`src/rtl/pila_if.sv`:
```
// Strobe/data bundle between the control unit (master) and the pila stack (slave).
interface pila_if #(
  parameter int PCW = 10,
  parameter int AW  = 4
);
  logic           w_push;
  logic           w_pop;
  logic           s_jal;
  logic [PCW-1:0] pc_ret;
  logic [15:0]    din;
  logic [15:0]    dout;
  logic [PCW-1:0] dout_pc;
  logic [AW:0]    sp;
  logic           empty;
  logic           full;
  logic           overflow;
  logic           underflow;

  modport master (
    output w_push, w_pop, s_jal, pc_ret, din,
    input  dout, dout_pc, sp, empty, full, overflow, underflow
  );

  modport slave (
    input  w_push, w_pop, s_jal, pc_ret, din,
    output dout, dout_pc, sp, empty, full, overflow, underflow
  );
endinterface

```
`src/rtl/pila.sv`:
```
// LIFO return/data stack with combinational top-of-stack.
// STACK_GUARD_EN: defined = drop pushes when full; undefined = circular overwrite of oldest entry.
module pila #(
  parameter int DEPTH = 16,
  parameter int AW    = 4,
  parameter int PCW   = 10
) (
  input logic   clk,
  input logic   reset,
  pila_if.slave bus
);

  localparam logic [AW:0]   SP_FULL = (AW+1)'(DEPTH);
  localparam logic [AW:0]   SP_ONE  = (AW+1)'(1);
  localparam logic [AW-1:0] IDX_ONE = AW'(1);

  logic [15:0]   mem [DEPTH];
  logic [AW:0]   sp_q, sp_d;
  logic [AW-1:0] base_q, base_d;
  logic          ovf_q, unf_q;
  logic          ovf_set, unf_set;
  logic          wr_en;
  logic [AW-1:0] wr_idx, top_idx;
  logic [15:0]   wv, dout_c;
  logic          empty_c, full_c;

  // base_q rotates the physical window once the circular mode starts overwriting;
  // it stays zero otherwise, so the physical write index equals sp[AW-1:0].
  always_comb begin
    empty_c = (sp_q == '0);
    full_c  = (sp_q == SP_FULL);
    wv      = bus.s_jal ? 16'(bus.pc_ret) : bus.din;
    top_idx = base_q + sp_q[AW-1:0] - IDX_ONE;
    dout_c  = empty_c ? 16'h0000 : mem[top_idx];
  end

  always_comb begin
    sp_d    = sp_q;
    base_d  = base_q;
    wr_en   = 1'b0;
    wr_idx  = base_q + sp_q[AW-1:0];
    ovf_set = 1'b0;
    unf_set = 1'b0;
    case ({bus.w_push, bus.w_pop})
      2'b10: begin
        if (!full_c) begin
          wr_en = 1'b1;
          sp_d  = sp_q + SP_ONE;
        end else begin
          ovf_set = 1'b1;
`ifndef STACK_GUARD_EN
          wr_en  = 1'b1;
          base_d = base_q + IDX_ONE;
`endif
        end
      end
      2'b01: begin
        if (!empty_c) sp_d = sp_q - SP_ONE;
        else          unf_set = 1'b1;
      end
      2'b11: begin
        wr_en = 1'b1;
        if (!empty_c) begin
          wr_idx = top_idx;
        end else begin
          sp_d    = sp_q + SP_ONE;
          unf_set = 1'b1;
        end
      end
      default: ;
    endcase
  end

  always_ff @(posedge clk) begin
    if (reset) begin
      sp_q   <= '0;
      base_q <= '0;
      ovf_q  <= 1'b0;
      unf_q  <= 1'b0;
    end else begin
      sp_q   <= sp_d;
      base_q <= base_d;
      ovf_q  <= ovf_q | ovf_set;
      unf_q  <= unf_q | unf_set;
    end
  end

  // Storage is deliberately left uncleared by reset.
  always_ff @(posedge clk) begin
    if (!reset && wr_en) mem[wr_idx] <= wv;
  end

  assign bus.dout      = dout_c;
  assign bus.dout_pc   = dout_c[PCW-1:0];
  assign bus.sp        = sp_q;
  assign bus.empty     = empty_c;
  assign bus.full      = full_c;
  assign bus.overflow  = ovf_q;
  assign bus.underflow = unf_q;

endmodule

```
`src/flat_wrapper.sv`:
```
// flat-port wrapper written by rule: the top's interface ports become plain ports
module pila_flat 
#(
  parameter int DEPTH = 16,
  parameter int AW    = 4,
  parameter int PCW   = 10
)
  (clk, reset, bus_w_push, bus_w_pop, bus_s_jal, bus_pc_ret, bus_din, bus_dout, bus_dout_pc, bus_sp, bus_empty, bus_full, bus_overflow, bus_underflow);
  pila_if #(.PCW(PCW), .AW(AW)) bus_i ();
  input logic clk;
  input logic reset;
  input wire logic [$bits(bus_i.w_push)-1:0] bus_w_push;
  input wire logic [$bits(bus_i.w_pop)-1:0] bus_w_pop;
  input wire logic [$bits(bus_i.s_jal)-1:0] bus_s_jal;
  input wire logic [$bits(bus_i.pc_ret)-1:0] bus_pc_ret;
  input wire logic [$bits(bus_i.din)-1:0] bus_din;
  output wire logic [$bits(bus_i.dout)-1:0] bus_dout;
  output wire logic [$bits(bus_i.dout_pc)-1:0] bus_dout_pc;
  output wire logic [$bits(bus_i.sp)-1:0] bus_sp;
  output wire logic [$bits(bus_i.empty)-1:0] bus_empty;
  output wire logic [$bits(bus_i.full)-1:0] bus_full;
  output wire logic [$bits(bus_i.overflow)-1:0] bus_overflow;
  output wire logic [$bits(bus_i.underflow)-1:0] bus_underflow;
  assign bus_i.w_push = bus_w_push;
  assign bus_i.w_pop = bus_w_pop;
  assign bus_i.s_jal = bus_s_jal;
  assign bus_i.pc_ret = bus_pc_ret;
  assign bus_i.din = bus_din;
  assign bus_dout = bus_i.dout;
  assign bus_dout_pc = bus_i.dout_pc;
  assign bus_sp = bus_i.sp;
  assign bus_empty = bus_i.empty;
  assign bus_full = bus_i.full;
  assign bus_overflow = bus_i.overflow;
  assign bus_underflow = bus_i.underflow;
  pila #(.DEPTH(DEPTH), .AW(AW), .PCW(PCW)) u_core (.clk(clk), .reset(reset), .bus(bus_i));
endmodule
```
`config.mk`:
```
export PLATFORM = sky130hd
export DESIGN_NAME = pila_flat
export DESIGN_NICKNAME = d
export VERILOG_FILES = /design/src/rtl/pila_if.sv /design/src/rtl/pila.sv /design/src/flat_wrapper.sv
export SDC_FILE = /design/constraint.sdc
export NUM_CORES = 1
export LEC_CHECK = 0
export CAP_MARGIN = 20
export CORE_ASPECT_RATIO = 2
export CORE_MARGIN = 2
export CORE_UTILIZATION = 50
export CTS_CLUSTER_DIAMETER = 50
export CTS_CLUSTER_SIZE = 20
export DETAILED_ROUTE_END_ITERATION = 10
export HOLD_SLACK_MARGIN = 0.12
export PLACE_DENSITY = 0.69
export SKIP_LAST_GASP = 1
export SLEW_MARGIN = 20
export SYNTH_ARGS = -nofsm -noshare
export SYNTH_HDL_FRONTEND = slang
export SYNTH_SLANG_ARGS = --single-unit
export TNS_END_PERCENT = 5
```
`constraint.sdc`:
```
create_clock -name clk -period 5.14 [get_ports clk]
set_input_delay 0.514 -clock clk [delete_from_list [all_inputs] [get_ports clk]]
set_output_delay 0.514 -clock clk [all_outputs]
set_load 0.05 [all_outputs]
```
# Yosys cells after proc, flatten, opt, wreduce, memory -nomap -nowiden

Memory sizes are Yosys's and may differ from the RTL's.
Index checks and enable logic that the tools add are counted.

Bits in writable memories: 256
Output and inout bits: 35
Input bits: 31
Memories kept: 1
Bits in registers: 11
Word-level logic and storage cells: 42

Memories:

| name       | depth | bits a word | read ports | clocked after memory_dff | wr ports | line       | RTL |
|---|---|---|---|---|---|---|---|
| u_core.mem | 16    | 16          | 1          | 0                        | 1        | pila.sv:17 | `logic [15:0] mem [DEPTH];` |

Bitwise gates (word level): 2
Reductions and logical operators: 8
Equal/unequal tests: 7
Mux-type cells: 15
$add $sub $neg: 5

Operators with widths:

| cell                | number |
|---|---|
| $mux 16             | 2 |
| $mux 5              | 3 |
| $pmux 5 s3          | 1 |
| $mux 4              | 2 |
| $mux 1              | 7 |
| $ne 2x2->1 const B  | 3 |
| $add 5x1->5 const B | 1 |
| $eq 5x5->1 const B  | 1 |
| $logic_not 5->1     | 1 |
| $sub 5x1->5 const B | 1 |
| $add 4x1->4 const B | 1 |
| $add 4x4->4         | 1 |
| $eq 2x2->1 const B  | 2 |
| $reduce_and 4->1    | 1 |
| $reduce_or 2->1     | 2 |
| $sub 4x1->4 const B | 1 |
| $reduce_bool 3->1   | 1 |
| $eq 2x1->1 const B  | 1 |
| $or 1x1->1          | 2 |
| $reduce_and 2->1    | 1 |
| $logic_and 1x1->1   | 1 |
| $logic_not 1->1     | 1 |

# Depth between registers and ports, before layout

Depth after elaboration: 6
Mapped depth: 11
Mapped depth without buffers: 9

# Least setup slack after synthesis

Ideal clock, no wire load.

Path type: register to output
From: reg u_core.sp_q[0], in the netlist u_core.bus.sp[0]
To: out bus_dout_pc[0]
Arrival: 4.014 ns
Stages on the path, launching flop included: 10
Setup slack: 0.612 ns
Buffers on the path: 2
Required time: 4.626 ns
Path through: dfxtp_1 -> ha_1 -> fa_1 -> inv_1 -> ha_1 -> clkbuf_1 -> mux4_2 -> mux2i_1 -> a211oi_1 -> buf_4

Longest elaborated chain between the ends: 4
Elaborated cells between the ends (all ways): 5
Classes of those cells: add/sub (2); mux (1); reduce/logical (1); memory (1)

Ends and longest elaborated chain:

| item                     | line               | RTL |
|---|---|---|
| start: declaration       | pila.sv:18         | `logic [AW:0] sp_q, sp_d;` |
| start signal: assignment | pila.sv:81         | `sp_q <= sp_d;` |
| $add 4x4->4              | pila.sv:33         | `top_idx = base_q + sp_q[AW-1:0] - IDX_ONE;` |
| $sub 4x1->4              | pila.sv:33         |  |
| $mem_v2 16x16            | n/a                |  |
| $mux 16 (*)              | pila.sv:34         | `dout_c = empty_c ? 16'h0000 : mem[top_idx];` |
| end: declaration         | flat_wrapper.sv:18 | `output wire logic [$bits(bus_i.dout_pc)-1:0] bus_dout_pc;` |

Every way passes the cells marked *; elsewhere a longest branch is shown, timed or not.

# Final worst setup path

From: reg u_core.sp_q[0], in the netlist u_core.bus.sp[0]
To: out bus_dout_pc[9]

Same word-level chain as after synthesis.

==> metrics.txt <==
Die ar. 23270 sq um; worst slew pin tran 1.091 ns; CTS Root Buffer Type clkbuf_16; Worst EP arrival 4.36 ns; crit end category output pin; worst-path fanout max 15; Worst path slowest cell clkdlybuf4s50_1; Critical Path Source Type register; reg2reg start u_core.bus.sp[0]; WHS Endpoint u_core.bus.overflow; area grow syn2layout 14.04%; fmax 0.2051 GHz; pwr/cell area 579.3 nW/um^2; CTS buffer count 18; WHS Path Cells 2; vias in the first global route 5662; first-pass GRT wire length 34.49 mm; Gate Count Post-Synth 549; Synthesis Warnings 0; top cell type's share of synthesized area 69.91%; outcome finished, final reports clean; Chip Height 213.7 um; setup TNS 0 ns; main combinational cell family by area after synthesis multiplexers; Util after Layout 58.09%; setup violators final 0; Reg area 7908 sq um; Largest delay share family, worst path buffers and inverters; area of the multi-input gates 2890 sq um; syn nets 590; clk slew on worst S/H paths 0.08 ns; num rows 76; CTS Hold Bufs 0; Post-Synth Simple-Gate Area 3.027%; CP Buf/Inv Count 1; Fin Hold WS 0.4777 ns; DRT Pass-1 Iters 5; CTS tree yes; I/O Buffers 65; Core Region 21590 sq um; Final WS setup 0.2648 ns; Avg Cell Area, Syn 20.03 sq um; clk_skew 0.009791 ns; largest net degree at the start of global routing 49; Sink Count 267; R2R depth 11; vias per inst 6.093; Layout Cells excl Fill 894; Nets 659; Final HPWL DP 14.16 mm; Vias 5447; #FFs+latches synth 267; reg2reg end u_core.mem[11][5]; ant diodes 0; Most used DFF post-synth edfxtp_1; final wirelength 23.54 mm; sequential area share after synthesis 71.92%; post-synthesis mux area share 17.52%; Worst path max stage delay 0.88 ns; crit path kind reg -> out; antenna violations before repair 0; layout cells sized above 1 22.38%; post-synthesis xor/xnor area fraction 1.627%; gr ovfl total 0; cell taking the most area after synthesis edfxtp_1; unrepaired setup endpoints after global routing false; # H-tree levels 1; Period minus WS final 4.875 ns; Worst-Skew Late Latency 0.50 ns; fillers 1531; post-synth cell types 46; Die W 108.9 um; HP Class reg -> reg; setup repair bufs after CTS 0; Max-Cap Viols 0; worst-case clock buffer depth 3; max-slew violations 0; antenna viol nets, final 0; Starting Density 50.94%; Hold Vio Cnt, Final 0; DRC viols 0; Synth Area in Adders 1.274%; gpl congestion 0.8148; Synth area leaders edfxtp_1 70%, mux4_2 13%, mux2i_1 3.2%, dfxtp_1 2.0%, mux2_2 1.2%; post-synthesis compound-gate area fraction 2.492%; total global-route track usage 20.75%; DRT iter0 DRCs 493; cell chain of the critical path ha_4 -> fa_1 -> xor2_1 -> nor3_1 -> xnor3_1 -> or2_1 -> o22ai_1 -> clkdlybuf4s50_1; Lkg Pwr 0.004029 uW; dpl cells 871; FFs w/ async S/R, synth 0%; crit share post-route 94.85%; IO Pins 66; Peak VDD IR 0.0004955 V; WL/cell 26.33 um; Place WS 0.8206 ns; Worst R2R Setup Slack 0.93 ns; PostCTS Resize Cnt 0; synthesized cell area 11000 sq um; worst endpoint required time 4.63 ns; hold path startpoint u_core.bus.overflow; number of flops mapped to enable cells by yosys 256; Worst slew margin 27.15%
synthesized netlist by cell type (all sizes together) (9+ instances only):
cell	instances
mux2i	35
xnor2	9
o22ai	16
nor2b	9
mux4	64
edfxtp	256
dfxtp	11
nor2	30
buf	25
clkbuf	13
mux2	12
layer usage:
metal / GRT usage (%) / vias to the layer above / part of all wire, %
met4: 8.090 / 0 / 3.8
met3: 2.432 / 50 / 5.6
li1: - / 2341 / -
met1: 25.88 / 2859 / 37
met5: 0 / - / 0
met2: 36.69 / 197 / 54
cells by family (layout without fill, tap and decap cells):
kind of cell | count (synthesis) | after routing
mux | 111 | 111
fa+ha+maj | 10 | 10
simple gates | 63 | 63
xor+xnor | 15 | 15
flops | 267 | 267
compound gates | 37 | 37
buf+inv | 46 | 118
layout make-up:
class / count / area share [%]
sequential: 267 / 63.06
multi-input combinational: 236 / 23.05
timing repair buffer: 87 / 6.605
clock buffer: 19 / 3.792
tap: 273 / 2.724
clock inverter: 4 / 0.5288
inverter: 8 / 0.2395
worst max-delay path by stage:
stage	cells after the start	endpoint	slack (ns)	from
after detailed placement	8	bus_dout[8]	0.82	u_core.bus.sp[0]
after floorplan	9	bus_dout_pc[0]	0.61	u_core.bus.sp[0]
after global routing	8	bus_dout_pc[8]	0.11	u_core.base_q[0]
after global placement	8	bus_dout[8]	0.90	u_core.base_q[0]
after CTS	8	bus_dout[8]	0.29	u_core.bus.sp[0]
final	8	bus_dout_pc[9]	0.26	u_core.bus.sp[0]
registers in the layout, indices dropped and copies added (netlist names):
name	count
u_core.base_q	4
u_core.bus.sp	5
u_core.mem	256
u_core.bus.underflow	1
u_core.bus.overflow	1
worst min-delay path, delay by kind of cell (launching register included):
kind          cells  cell delay (ns)
flops             1             0.33
simple gates      2             0.12
layout by cell type (no fill, tap or decap), drive strengths merged, types with 5 or more instances in the layout:
| cell | instances |
|---|---|
| buf | 22 |
| clkbuf | 19 |
| clkdlybuf4s50 | 65 |
| dfxtp | 11 |
| edfxtp | 256 |
| ha | 8 |
| inv | 10 |
| mux2 | 12 |
| mux2i | 35 |
| mux4 | 64 |
| nand2 | 5 |
| nor2 | 30 |
| nor2b | 9 |
| o22ai | 16 |
| xnor2 | 9 |
| xor2 | 5 |
metrics by stage:
step / power [uW] / instance area (sq um)
global route: 7528 / 12540
finish: 7264 / 12540
global placement: 5877 / 12000
floorplan: 5056 / 11000
detailed placement: 5930 / 12000
CTS: 7320 / 12540
power breakdown:
| part | switching [uW] | internal (uW) | total (uW) | leakage [uW] |
|---|---|---|---|---|
| registers | 43.9 | 2500 | 2550 | 0.00241 |
| clock network | 688 | 726 | 1410 | 0.000266 |
| logic | 2060 | 1240 | 3300 | 0.00135 |
| total | 2800 | 4470 | 7260 | 0.00403 |
(Power assumes the default switching activity.)
